File: config.mk
export PLATFORM = sky130hd
export DESIGN_NAME = food_placement_ctrl_flat
export DESIGN_NICKNAME = d
export VERILOG_FILES = /design/src/rtl/snake_pkg.sv /design/src/rtl/food_placement_ctrl_if.sv /design/src/rtl/food_cell_snap.sv /design/src/rtl/food_placement_ctrl.sv /design/src/flat_wrapper.sv
export SDC_FILE = /design/constraint.sdc
export NUM_CORES = 1
export LEC_CHECK = 0
export CAP_MARGIN = 30
export CORE_MARGIN = 4
export CORE_UTILIZATION = 49
export DETAILED_ROUTE_END_ITERATION = 8
export PLACE_DENSITY = 0.95
export SYNTH_ARGS = -nofsm -noshare
export SYNTH_HDL_FRONTEND = slang
export SYNTH_SLANG_ARGS = --single-unit
File: constraint.sdc
create_clock -name clock -period 3.4 [get_ports clock]
set_clock_uncertainty 0.1 [all_clocks]
set_input_delay 0.68 -clock clock [delete_from_list [all_inputs] [get_ports clock]]
set_output_delay 0.68 -clock clock [all_outputs]
set_load 0.05 [all_outputs]
File: src/rtl/snake_pkg.sv
// Shared snake-game constants and the food placement state encoding.
`timescale 1ns/1ps
package snake_pkg;

  localparam int SCREEN_W = 240;
  localparam int SCREEN_H = 320;
  localparam int CELL     = 8;
  localparam int XW       = 8;
  localparam int YW       = 9;

  typedef enum logic [1:0] {
    IDLE,
    SAMPLE,
    QUERY,
    WAIT
  } place_state_t;

endpackage

File: src/rtl/food_placement_ctrl_if.sv
// Occupancy lookup channel between the food placer and the snake body map.
`timescale 1ns/1ps
interface food_placement_ctrl_if;
  import snake_pkg::*;

  logic          occ_req;
  logic [XW-1:0] occ_x;
  logic [YW-1:0] occ_y;
  logic          occ_valid;
  logic          occ_hit;

  modport master (
    output occ_req,
    output occ_x,
    output occ_y,
    input  occ_valid,
    input  occ_hit
  );

  modport slave (
    input  occ_req,
    input  occ_x,
    input  occ_y,
    output occ_valid,
    output occ_hit
  );

endinterface

File: src/rtl/food_cell_snap.sv
// Snaps a pixel coordinate down to its cell origin and flags whether
// that cell lies fully inside the playfield.
`timescale 1ns/1ps
module food_cell_snap
  import snake_pkg::*;
#(
  parameter int W = SCREEN_W,
  parameter int H = SCREEN_H,
  parameter int C = CELL
) (
  input  logic [XW-1:0] rx,
  input  logic [YW-1:0] ry,
  output logic [XW-1:0] cx,
  output logic [YW-1:0] cy,
  output logic          in_bounds
);

  localparam logic [XW-1:0] XMASK = ~XW'(C - 1);
  localparam logic [YW-1:0] YMASK = ~YW'(C - 1);
  localparam logic [XW-1:0] XMAX  = XW'(W - C);
  localparam logic [YW-1:0] YMAX  = YW'(H - C);

  assign cx = rx & XMASK;
  assign cy = ry & YMASK;

  assign in_bounds = (cx <= XMAX) && (cy <= YMAX);

endmodule

File: src/rtl/food_placement_ctrl.sv
// Food placement sequencer: sample, snap, bounds-check, occupancy query,
// retry until a free cell is found or the try budget runs out.
`timescale 1ns/1ps
module food_placement_ctrl
  import snake_pkg::*;
#(
  parameter int MAX_TRIES = 16
) (
  input  logic          clock,
  input  logic          reset,
  input  logic          place_req,
  input  logic          clear,
  input  logic [XW-1:0] randomX,
  input  logic [YW-1:0] randomY,
  food_placement_ctrl_if.master occ,
  output logic [XW-1:0] foodX,
  output logic [YW-1:0] foodY,
  output logic          food_valid,
  output logic          busy,
  output logic          placed,
  output logic          failed
);

  localparam int TW = $clog2(MAX_TRIES + 1);
  localparam logic [TW-1:0] TMAX = TW'(MAX_TRIES);

  place_state_t  state;
  logic [TW-1:0] tries;
  logic [TW-1:0] tries_inc;
  logic [XW-1:0] cx;
  logic [YW-1:0] cy;
  logic          in_bounds;
  logic          occ_req_q;
  logic [XW-1:0] occ_x_q;
  logic [YW-1:0] occ_y_q;

  food_cell_snap u_snap (
    .rx        (randomX),
    .ry        (randomY),
    .cx        (cx),
    .cy        (cy),
    .in_bounds (in_bounds)
  );

  assign occ.occ_req = occ_req_q;
  assign occ.occ_x   = occ_x_q;
  assign occ.occ_y   = occ_y_q;

  // Saturating so a large budget can never wrap back to zero.
  assign tries_inc = (tries == TMAX) ? tries : tries + 1'b1;

  always_ff @(posedge clock or negedge reset) begin
    if (!reset) begin
      state      <= IDLE;
      tries      <= '0;
      occ_req_q  <= 1'b0;
      occ_x_q    <= '0;
      occ_y_q    <= '0;
      foodX      <= '0;
      foodY      <= '0;
      food_valid <= 1'b0;
      busy       <= 1'b0;
      placed     <= 1'b0;
      failed     <= 1'b0;
    end else begin
      occ_req_q <= 1'b0;
      placed    <= 1'b0;
      failed    <= 1'b0;
      if (clear) begin
        state      <= IDLE;
        food_valid <= 1'b0;
        busy       <= 1'b0;
      end else begin
        unique case (state)
          IDLE: begin
            if (place_req) begin
              state      <= SAMPLE;
              busy       <= 1'b1;
              food_valid <= 1'b0;
              tries      <= '0;
            end
          end
          SAMPLE: begin
            if (in_bounds) begin
              occ_x_q <= cx;
              occ_y_q <= cy;
              state   <= QUERY;
            end else begin
              tries <= tries_inc;
              if (tries_inc == TMAX) begin
                failed     <= 1'b1;
                busy       <= 1'b0;
                food_valid <= 1'b0;
                state      <= IDLE;
              end
            end
          end
          QUERY: begin
            occ_req_q <= 1'b1;
            state     <= WAIT;
          end
          WAIT: begin
            if (occ.occ_valid) begin
              if (!occ.occ_hit) begin
                foodX      <= occ_x_q;
                foodY      <= occ_y_q;
                food_valid <= 1'b1;
                placed     <= 1'b1;
                busy       <= 1'b0;
                state      <= IDLE;
              end else begin
                tries <= tries_inc;
                if (tries_inc == TMAX) begin
                  failed     <= 1'b1;
                  busy       <= 1'b0;
                  food_valid <= 1'b0;
                  state      <= IDLE;
                end else begin
                  state <= SAMPLE;
                end
              end
            end
          end
          default: state <= IDLE;
        endcase
      end
    end
  end

endmodule

File: src/flat_wrapper.sv
// flat-port wrapper written by rule: the top's interface ports become plain ports
module food_placement_ctrl_flat import snake_pkg::*;
#(
  parameter int MAX_TRIES = 16
)
  (clock, reset, place_req, clear, randomX, randomY, foodX, foodY, food_valid, busy, placed, failed, occ_occ_req, occ_occ_x, occ_occ_y, occ_occ_valid, occ_occ_hit);
  food_placement_ctrl_if occ_i ();
  input  logic clock;
  input  logic reset;
  input  logic place_req;
  input  logic clear;
  input  logic [XW-1:0] randomX;
  input  logic [YW-1:0] randomY;
  output logic [XW-1:0] foodX;
  output logic [YW-1:0] foodY;
  output logic food_valid;
  output logic busy;
  output logic placed;
  output logic failed;
  output wire logic [$bits(occ_i.occ_req)-1:0] occ_occ_req;
  output wire logic [$bits(occ_i.occ_x)-1:0] occ_occ_x;
  output wire logic [$bits(occ_i.occ_y)-1:0] occ_occ_y;
  input wire logic [$bits(occ_i.occ_valid)-1:0] occ_occ_valid;
  input wire logic [$bits(occ_i.occ_hit)-1:0] occ_occ_hit;
  assign occ_occ_req = occ_i.occ_req;
  assign occ_occ_x = occ_i.occ_x;
  assign occ_occ_y = occ_i.occ_y;
  assign occ_i.occ_valid = occ_occ_valid;
  assign occ_i.occ_hit = occ_occ_hit;
  food_placement_ctrl #(.MAX_TRIES(MAX_TRIES)) u_core (.clock(clock), .reset(reset), .place_req(place_req), .clear(clear), .randomX(randomX), .randomY(randomY), .occ(occ_i), .foodX(foodX), .foodY(foodY), .food_valid(food_valid), .busy(busy), .placed(placed), .failed(failed));
endmodule
# Word level (Yosys, flattened, before mapping)

Index checks and enable logic that the tools add are counted.
W data, S select, Z words.

Bits in registers: 34
Logic and storage cells: 78
Output and inout bits: 39
Input port bits: 23

Mux-type cells: 40
Eq/ne operators: 13
Order comparisons: 2
Bitwise operators: 2
$add $sub $neg: 1
Reductions and logical operators: 9

Operators with widths:

| operator              | number |
|---|---|
| $mux W5               | 5 |
| $mux W1               | 24 |
| $pmux W5 S3           | 1 |
| $mux W2               | 6 |
| $eq A5 B5 Y1 const B  | 2 |
| $le A9 B9 Y1 const B  | 1 |
| $ne A3 B3 Y1 const B  | 3 |
| $le A8 B8 Y1 const B  | 1 |
| $ne A2 B2 Y1 const B  | 4 |
| $pmux W2 S4           | 1 |
| $reduce_and A4 Y1     | 2 |
| $pmux W1 S3           | 2 |
| $reduce_and A3 Y1     | 2 |
| $reduce_and A6 Y1     | 1 |
| $add A5 B1 Y5 const B | 1 |
| $eq A2 B2 Y1 const B  | 2 |
| $ne A4 B2 Y1 const B  | 1 |
| $reduce_bool A4 Y1    | 1 |
| $reduce_bool A3 Y1    | 1 |
| $eq A2 B1 Y1 const B  | 1 |
| $logic_not A2 Y1      | 1 |
| $not A1 Y1            | 2 |
| $pmux W1 S2           | 1 |
| $logic_and A1 B1 Y1   | 1 |

# Depth between registers and ports, before layout

Gate-level depths: netlist (run 1).

Word-level depth: 8
Gate-level depth with buffers: 7
Depth with buffers taken out: 7

# Modules after synthesis

A second synthesis (run 1) with hierarchy kept.

Cells, all modules: 181
Area total of the unflattened synthesis: 2267.2 µm²

By module, submodules not included:

| module              | cells an instance | sequential area each (µm²) | times used | area an instance (µm²) |
|---|---|---|---|---|
| food_placement_ctrl | 161               | 1151.1                     | 1          | 2112.0 |
| food_cell_snap      | 20                | 0.0                        | 1          | 155.1 |

# Worst setup path after synthesis (run 1)

OpenSTA, ideal clock, no wires.

Kind: input -> register
Start point: input clear
End point: register u_core.foodX[4]
Slack: 1.427 ns
Data required time: 3.175 ns
Cell stages on the path: 4
Arrival time: 1.748 ns
Setup time: 0.125 ns
Path buffers: 2
Cell sequence: clkbuf_1 -> nor3_1 -> buf_2 -> mux2_2

Cells in the longest elaborated chain, start to end: 2

RTL lines:

| item                               | RTL line                   | text |
|---|---|---|
| start, declared                    | flat_wrapper.sv:11         | `input logic clear;` |
| $not A1 Y1 (no source line)        | --                         |  |
| $reduce_and A4 Y1 (no source line) | --                         |  |
| end signal, assigned               | food_placement_ctrl.sv:105 | `foodX <= occ_x_q;` |
| end, declared                      | food_placement_ctrl.sv:16  | `output logic [XW-1:0] foodX,` |

Every way passes these cells.
A chain may end at the register's enable or synchronous reset.

# Worst setup path in the final report (run 1)

Start point: input occ_occ_valid
End point: register u_core.tries[0]

Cells in the longest elaborated chain, start to end: 2

RTL lines:

| item                               | RTL line                   | text |
|---|---|---|
| start, declared                    | flat_wrapper.sv:23         | `input wire logic [$bits(occ_i.occ_valid)-1:0] occ_occ_valid;` |
| $ne A2 B2 Y1 (no source line)      | --                         |  |
| $reduce_and A6 Y1 (no source line) | --                         |  |
| end signal, assigned               | food_placement_ctrl.sv:89  | `tries <= tries_inc;` |
| end signal, assigned               | food_placement_ctrl.sv:112 | `tries <= tries_inc;` |
| end, declared                      | food_placement_ctrl.sv:28  | `logic [TW-1:0] tries;` |

Every way passes these cells.

==> results.json, run 1 <==
{
  "status": "finished clean",
  "fin_tns_setup_ps": 0,
  "cp-start-kind": "input port",
  "post_cts_buffers": 0,
  "rows": 21,
  "crit_arrival_ps": 2500,
  "die_w_um": 68.93,
  "end_kind": "flip-flop",
  "synth_edf_count": 0,
  "worst_pin_slew_ps": 523.2,
  "synth-seq-cells": 34,
  "synth_ff_type": "dfrtp_1",
  "max_freq_mhz": 413.7,
  "cts_root_buf": "clkbuf_8",
  "period_needed_ps": 2417,
  "seq_area_um2": 850.8,
  "hold_path.class": "flip-flop to flip-flop",
  "final_core_util": 0.6735,
  "p_per_area_nw_per_um2": 731.3,
  "wl_per_cell_um": 16.17,
  "ant_nets": 0,
  "drt_iter0_markers": 102,
  "rsz0062_at_grt": "false",
  "leakage_uw": 0.001015,
  "initial_core_util": 0.5245,
  "die_area_um2": 4751,
  "finalSetupViolations": 0,
  "cts_buffer_depth": 2,
  "cts_max_level": 2,
  "ys_seq_area_frac": 0.4677,
  "stdcell_count": 248,
  "core-area_um2": 3468,
  "final_max_slew_viol_count": 0,
  "cts.repair.resized": 0,
  "viasPerCell": 5.355,
  "die_y_um": 68.93,
  "gp_congestion": 0.8372,
  "cts_sinks": 34,
  "grt_start_max_net_pins": 35,
  "maxSlewHeadroom": 0.6501,
  "fillers": 243,
  "area_growth_pct": 28.40,
  "dp.cells": 240,
  "hold_buffers": 0,
  "maxCapViolCount": 0,
  "crit_required_ps": 3480,
  "finalCritPeriodShare": 0.7110,
  "dr.pass1.iters": 4,
  "syn_area_um2": 1819,
  "tritoncts": "done",
  "grt_pass1_vias": 1290,
  "dr_total_vias": 1328,
  "crit_type": "input port to flip-flop",
  "clk-insertion-delay-late_ps": 290,
  "timing_hold_violations_final": 0,
  "portBuffers": 43,
  "clk_pin_slew_worst_paths_ps": 70,
  "syn_inst": 155,
  "grt_usage": 0.1905,
  "drc": 0,
  "ioPinCount": 62,
  "max-vdd-ir-drop_mv": 0.5562,
  "fin_nets": 231,
  "hpwl_um": 3007,
  "multi_input_area_um2": 860.8,
  "layout-drive-gt1-share": 0.2228,
  "synth_warnings": 0,
  "grt_overflow": 0,
  "diodes": 0,
  "grt_pass1_wl_um": 6320,
  "synthArstFlopShare": 1.000,
  "antenna_found_initial": 0,
  "crit_fanout": 8,
  "syn_area_per_cell_um2": 11.74,
  "wl_um": 4009,
  "ys_types": 41,
  "cts_inserted_buffers": 5
}
## synth_stat cells, types with 2 or more instances
cell type / n / share of area
nand2b_1: 3 / 0.010
dfrtp_1: 34 / 0.47
mux2_2: 23 / 0.14
nor3_1: 3 / 0.0083
a21o_1: 2 / 0.0083
nor2b_1: 2 / 0.0069
inv_1: 7 / 0.014
a22o_1: 2 / 0.0096
ha_1: 7 / 0.048
o21ai_0: 8 / 0.022
a21oi_1: 6 / 0.017
or2_2: 4 / 0.014
buf_2: 2 / 0.0055
a31oi_1: 2 / 0.0069
nand4_1: 2 / 0.0069
nor2_1: 3 / 0.0062
buf_4: 13 / 0.054
nand3_1: 5 / 0.014
nand2_1: 5 / 0.010
## logic make-up (layout without fill, tap and decap cells)
logic type	after synthesis	count (layout)	share of synthesized area
DFF	34	34	0.4677
and+or+nand+nor	34	34	0.1183
AOI/OAI and AO/OA	30	30	0.1211
muxes	25	25	0.1609
buffers and inverters	24	60	0.08184
adders and majority gates	7	7	0.04814
other	1	12	0.002061
## power by group
part           internal [µW]  switching [µW]
clock                    163             152
sequential               502            89.1
combinational            293             509
## final cells by class
cell class	count	share of cell area
clock inverter	2	0.005356
multi-input combinational	108	0.3685
inverter	7	0.01125
clock buffer	6	0.03535
timing repair buffer	45	0.1907
sequential	34	0.3642
tap	46	0.02464
## worst max-delay path, stage by stage
cell and delay [ps]:
clkdlybuf4s50_1 490, inv_1 60, a22oi_1 350, nand4_1 390
a21o_1 280, mux2_2 250
## cell usage in the layout, fill, tap and decap left out, types with 3 or more instances in the layout
master           instances
clkbuf_8                 6
inv_1                    7
clkdlybuf4s50_1         43
conb_1                  12
nand2b_1                 3
or2_2                    4
o21ai_0                  8
a21oi_1                  6
dfrtp_1                 34
ha_1                     7
nor3_1                   3
nand2_1                  5
mux2_2                  23
nand3_1                  5
nor2_1                   3
## layer usage
layer	wire length [µm]	up-vias	GRT usage
li1	-	622	-
met1	1589	644	0.2204
met2	2125	53	0.3298
met3	215	9	0.05835
met4	78	0	0.07056
met5	0	-	0
## per-stage QoR
step / hold slack [ps] / setup WS [ps] / area [µm²] / power [µW]
3_3_place_gp: 367.1 / 781.4 / 2241 / 1371
2_1_floorplan: 284.4 / 1427 / 1861 / 1146
3_5_place_dp: 383.4 / 728.0 / 2241 / 1399
6_report: 395.0 / 982.5 / 2336 / 1708
5_1_grt: 420.1 / 901.4 / 2336 / 1790
4_1_cts: 398.7 / 1019 / 2336 / 1716
## sequential cells by signal (all words and copies together), names as in the netlist
signal	flops
u_core.occ.occ_req	1
u_core.food_valid	1
u_core.foodX	5
u_core.tries	5
u_core.failed	1
u_core.foodY	6
u_core.state	2
u_core.busy	1
u_core.occ.occ_y	6
u_core.placed	1
u_core.occ.occ_x	5
## worst paths after layout
kind	end	slack, ps	startpoint	cells after the start
worst min-delay path	u_core.foodX[3]	390	u_core.foodX[3]	1
max in group asynchronous	u_core.occ.occ_x[5]	2210	reset	2
worst min register to register	u_core.foodX[3]	390	u_core.foodX[3]	1
worst max register to register	u_core.tries[0]	1080	u_core.state[0]	6
min in group asynchronous	u_core.occ.occ_x[3]	690	reset	2
worst max-delay path	u_core.tries[0]	980	occ_occ_valid	6
Note: power is estimated with default switching activity, not from simulation.
==> run 2: changes to the inputs <==
--- a/config.mk
+++ b/config.mk
@@ -7,9 +7,9 @@
 export LEC_CHECK = 0
 export CAP_MARGIN = 30
 export CORE_MARGIN = 4
-export CORE_UTILIZATION = 49
+export CORE_UTILIZATION = 41
 export DETAILED_ROUTE_END_ITERATION = 8
-export PLACE_DENSITY = 0.95
+export PLACE_DENSITY = 0.87
 export SYNTH_ARGS = -nofsm -noshare
 export SYNTH_HDL_FRONTEND = slang
 export SYNTH_SLANG_ARGS = --single-unit
==> constraint.sdc (replaced) <==
create_clock -name clock -period 2.15 [get_ports clock]
set_clock_uncertainty 0.1 [all_clocks]
set_input_delay 0.43 -clock clock [delete_from_list [all_inputs] [get_ports clock]]
set_output_delay 0.43 -clock clock [all_outputs]
set_load 0.05 [all_outputs]
==> run 2 against run 1 <==
Effect of this change: critical path depth rose by 1; non-clock buffer count increased by 10; combinational power increased by 67%; design area increased by 4.4%; clock power grew 87%; worst setup slack got worse by 910 ps; sequential power is 55% higher; via count increased by 3.1%; core utilization is 8.5 points lower; power grew 66%; critical endpoint is now u_core.state[0]; largest power group unchanged; highest routed layer unchanged.
==> results.json, run 2 (synthesized netlist as in run 1, its figures left out) <==
{
  "rrSetupSlack_ps": 80,
  "ioPinCount": 62,
  "crit_required_ps": 2260,
  "clk-insertion-delay-late_ps": 280,
  "antenna_found_initial": 0,
  "wl_met2_um": 2303,
  "rows": 23,
  "cp-start-kind": "flip-flop",
  "worst_pin_slew_ps": 540.2,
  "drt_iter0_markers": 62,
  "stdcell_count": 261,
  "maxCapViolCount": 0,
  "multi_input_area_um2": 865.8,
  "die_area_um2": 5567,
  "viasPerCell": 5.245,
  "dp.cells": 254,
  "grt_start_max_net_pins": 35,
  "crit_type": "flip-flop to flip-flop",
  "fin_nets": 241,
  "drt-met1-wl_um": 1566,
  "hpwl_um": 3194,
  "cts_root_buf": "clkbuf_8",
  "grt_pass1_vias": 1303,
  "initial_core_util": 0.4390,
  "cts.repair.resized": 0,
  "rsz0062_at_grt": "true",
  "layout_common_cells": "clkdlybuf4s50_1, dfrtp_1, mux2_2, conb_1, buf_4",
  "clk_pin_slew_worst_paths_ps": 70,
  "cts_buffer_depth": 2,
  "p_per_area_nw_per_um2": 1166,
  "max-vdd-ir-drop_mv": 0.8388,
  "cts_inserted_buffers": 5,
  "die_y_um": 74.61,
  "wl_um": 4161,
  "die_w_um": 74.61,
  "tritoncts": "done",
  "maxSlewHeadroom": 0.6387,
  "r2r_start": "u_core.tries[0]",
  "grt_overflow": 0,
  "post_cts_buffers": 0,
  "whs_ps": 401.1,
  "holdPathStages": 2,
  "timing_hold_violations_final": 0,
  "layout-drive-gt1-share": 0.2701,
  "core-area_um2": 4144,
  "finalSetupViolations": 0,
  "hp-start": "u_core.busy",
  "hold_path.class": "flip-flop to flip-flop",
  "diodes": 0,
  "grt_usage": 0.1641,
  "whs_endpoint": "u_core.busy",
  "end_kind": "flip-flop",
  "crit_fanout": 5,
  "status": "finished clean",
  "seq_area_um2": 850.8,
  "period_needed_ps": 2074,
  "dr_total_vias": 1369,
  "drc": 0,
  "portBuffers": 43,
  "final_max_slew_viol_count": 0,
  "crit_arrival_ps": 2190,
  "finalCritPeriodShare": 0.9645,
  "layout_commonest_cell": "clkdlybuf4s50_1",
  "leakage_uw": 0.001072,
  "ant_nets": 0,
  "wl_met3_um": 204,
  "ff2ff_path_depth": 7,
  "cts_max_level": 2,
  "top_layer": "met4",
  "r2r-end": "u_core.state[0]",
  "dr.pass1.iters": 4,
  "gp_congestion": 0.9402,
  "max_freq_mhz": 482.2,
  "wl_per_cell_um": 15.94,
  "hold_buffers": 0,
  "grt_pass1_wl_um": 6679,
  "fillers": 358,
  "cts_sinks": 34,
  "area_growth_pct": 34.04
}
run 2: cell types whose count changed in the layout (fill, tap and decap cells not counted), sizes merged:
| cell | previous run | this run |
|---|---|---|
| buf | 2 | 12 |
| bufinv | 0 | 1 |
| clkinv | 1 | 0 |
| clkinvlp | 1 | 0 |
run 2: worst max-delay path, cell delays in order (launching register included):
cell	delay, ps
dfrtp_1	430
inv_2	100
ha_2	210
and4bb_4	290
mux2i_4	270
nand4_4	160
a221o_1	350
a21oi_2	110
run 2: metal layers:
metal	vias to the layer above	GRT usage
li1	641	-
met5	-	0
met4	0	0.05929
met2	39	0.2927
met1	682	0.1888
met3	7	0.04406
run 2: cell type report:
cell class                 count  area share
clock buffer                   6     0.03386
inverter                       7     0.01077
timing repair buffer          55      0.2134
multi-input combinational    108      0.3551
tap                           50     0.02565
clock inverter                 1     0.01231
sequential                    34      0.3489
run 2: power by group:
group          switching (µW)  leakage [µW]  internal (µW)
combinational             834      0.000567            505
sequential                121      0.000448            795
clock                     218     0.0000573            371
run 2: worst max path at each step:
stage,depth (start not counted),to,slack (ps),from
3_3_place_gp,5,u_core.occ.occ_y[3],-40,randomY[6]
3_5_place_dp,5,u_core.occ.occ_x[5],-90,randomY[6]
5_1_grt,8,u_core.tries[0],-5,u_core.state[1]
6_report,7,u_core.state[0],80,u_core.tries[0]
4_1_cts,7,u_core.state[0],40,u_core.tries[0]
2_1_floorplan,7,u_core.state[0],190,u_core.tries[1]
run 2: stage by stage:
| stage | setup slack (ps) | util | cell area [µm²] | TNS, ps | power, µW |
|---|---|---|---|---|---|
| finish | 76.38 | 0.5885 | 2439 | 0 | 2843 |
| global route | -5.051 | 0.5885 | 2439 | -5.051 | 2983 |
| CTS | 43.08 | 0.5873 | 2434 | 0 | 2849 |
| detailed placement | -89.15 | 0.5601 | 2321 | -840.0 | 2252 |
| global placement | -44.22 | 0.5601 | 2321 | -477.2 | 2211 |
| floorplan | 189.0 | - | 1861 | 0 | 1813 |
==> RTL change, RTL diff (settings of run 2) <==
Re-encode `place_state_t` (4 states) as one-hot, 4 bits wide.
--- a/src/rtl/snake_pkg.sv
+++ b/src/rtl/snake_pkg.sv
@@ -9,9 +9,9 @@
   localparam int YW       = 9;
 
-  typedef enum logic [1:0] {
-    IDLE,
-    SAMPLE,
-    QUERY,
-    WAIT
+  typedef enum logic [3:0] {
+    IDLE   = 4'b0001,
+    SAMPLE = 4'b0010,
+    QUERY  = 4'b0100,
+    WAIT   = 4'b1000
   } place_state_t;
 
Formal check against the unedited RTL: same outputs for any inputs over 10 cycles, from zero or initial values and one cycle with reset low; not proved beyond that.
==> RTL change against run 2 <==
Worst setup slack gained 0.031 ns; synthesized area grew 4.7%; core utilization shrank 1.2 points; count of clock-buffer cells in the layout shrank 1; critical endpoint is now occ_occ_y[7]; routed wire length grew 9.2%; fmax grew 1.5%; first-iteration DRC count grew 63%; final area grew 4.4%; critical path type is now flip-flop to output pin; sequential cell count grew 2.
Power is not compared: it rests on default switching activity, and its combinational part moved more than twofold at a synthesized area within 25%.
==> RTL change: results <==
placed_design:
  dpl-instance-area_sq_mm: 0.00243
  routabilityCongestion: 0.861
  hpwlAfterDp_um: 3430
synthesis:
  postSynthRegisterBits: 36
  yosys-top-cells-area: "dfrtp_1 (46%), nand2_1 (7.7%), buf_4 (5.5%)"
  post_synth_mux_area_share_pct: 7.68
  post_synth_fa_ha_maj_area_fraction_pct: 1.31
  synth_compound_area_share_pct: 12.6
  synth_cell_types: 47
  yosys.area_share.xor_xnor_pct: 1.38
sta:
  slew_headroom_pct: 65.0
cells_and_area:
  share_of_final_layout_cell_area_taken_by_clock_buffers_and_inverters_pct: 4.37
  multi_input_cells: 138
  seqAreaFraction_pct: 35.5
  nNonClkInverters: 9
  num-nets-final: 274
  n_all_buffers: 59
  filler_cell_count: 368
  final-nonclk-buf-share_pct: 22.1
  layout-drive-gt1-share_pct: 14.0
worst_setup_path:
  cp_slowest_cell: "clkdlybuf4s50_1"
  data_arrival_time_of_the_critical_path_ns: 1.51
  critical_register_to_register_path_endpoint: "u_core.state[0]"
  setup.worst_path.end: "occ_occ_y[7]"
  slowest_delay_ns: 0.83
  critPathTopFamily: "buffers and inverters"
  crit_path_launch: "u_core.occ.occ_y[7]"
  setup.reg_to_reg.worst_slack_ns: 0.18
routing:
  detailroute.via_count: 1619
  drt-initial-drc-count: 101
  avgRoutedWirePerCell_um: 15.0
global_route:
  grt_first_pass_wirelength_um: 7960
  grt_start_max_net_pins: 37
status:
  status: "finished clean"
## RTL change: report_power, final
part | internal (mW) | switching [mW] | total [mW]
clock | 0.343 | 0.256 | 0.600
combinational | 0.169 | 0.338 | 0.507
sequential | 0.735 | 0.0574 | 0.792
total | 1.25 | 0.652 | 1.90
## RTL change: routing by layer
metal	track usage, %	share of wire (%)	vias up
li1	-	-	761
met1	19.5	39	801
met2	29.8	54	48
met3	3.43	5.0	9
met4	6.12	1.8	0
met5	0	0	-
## RTL change: cells by family (layout without fill, tap and decap cells)
family / count (synthesis) / in the layout
DFF: 36 / 36
AOI/OAI and AO/OA: 33 / 33
adders and majority gates: 2 / 2
muxes: 13 / 13
and+or+nand+nor: 75 / 75
xor gates and xnor gates: 3 / 3
other: 1 / 12
buffers and inverters: 31 / 76
## RTL change: how the worst min path moves through the flow
stage	to	cells after the start	startpoint	slack (ns)
floorplan	u_core.busy	0	reset	0.03
global placement	u_core.foodY[5]	1	u_core.foodY[5]	0.37
detailed placement	u_core.foodX[4]	1	u_core.foodX[4]	0.37
CTS	u_core.foodX[5]	1	u_core.foodX[5]	0.39
global route	u_core.foodX[4]	1	u_core.foodX[4]	0.40
finish	u_core.foodX[5]	1	u_core.foodX[5]	0.39
## RTL change: per-stage QoR
| stage | std cells | hold slack [ns] | util (%) | worst slack [ns] |
|---|---|---|---|---|
| 2_1_floorplan | 205 | 0.0344 | - | 0.321 |
| 3_3_place_gp | 294 | 0.366 | 55.1 | -0.0864 |
| 3_5_place_dp | 294 | 0.374 | 55.1 | -0.132 |
| 4_1_cts | 302 | 0.390 | 57.7 | 0.101 |
| 5_1_grt | 302 | 0.401 | 57.7 | 0.0268 |
| 6_report | 302 | 0.386 | 57.7 | 0.108 |
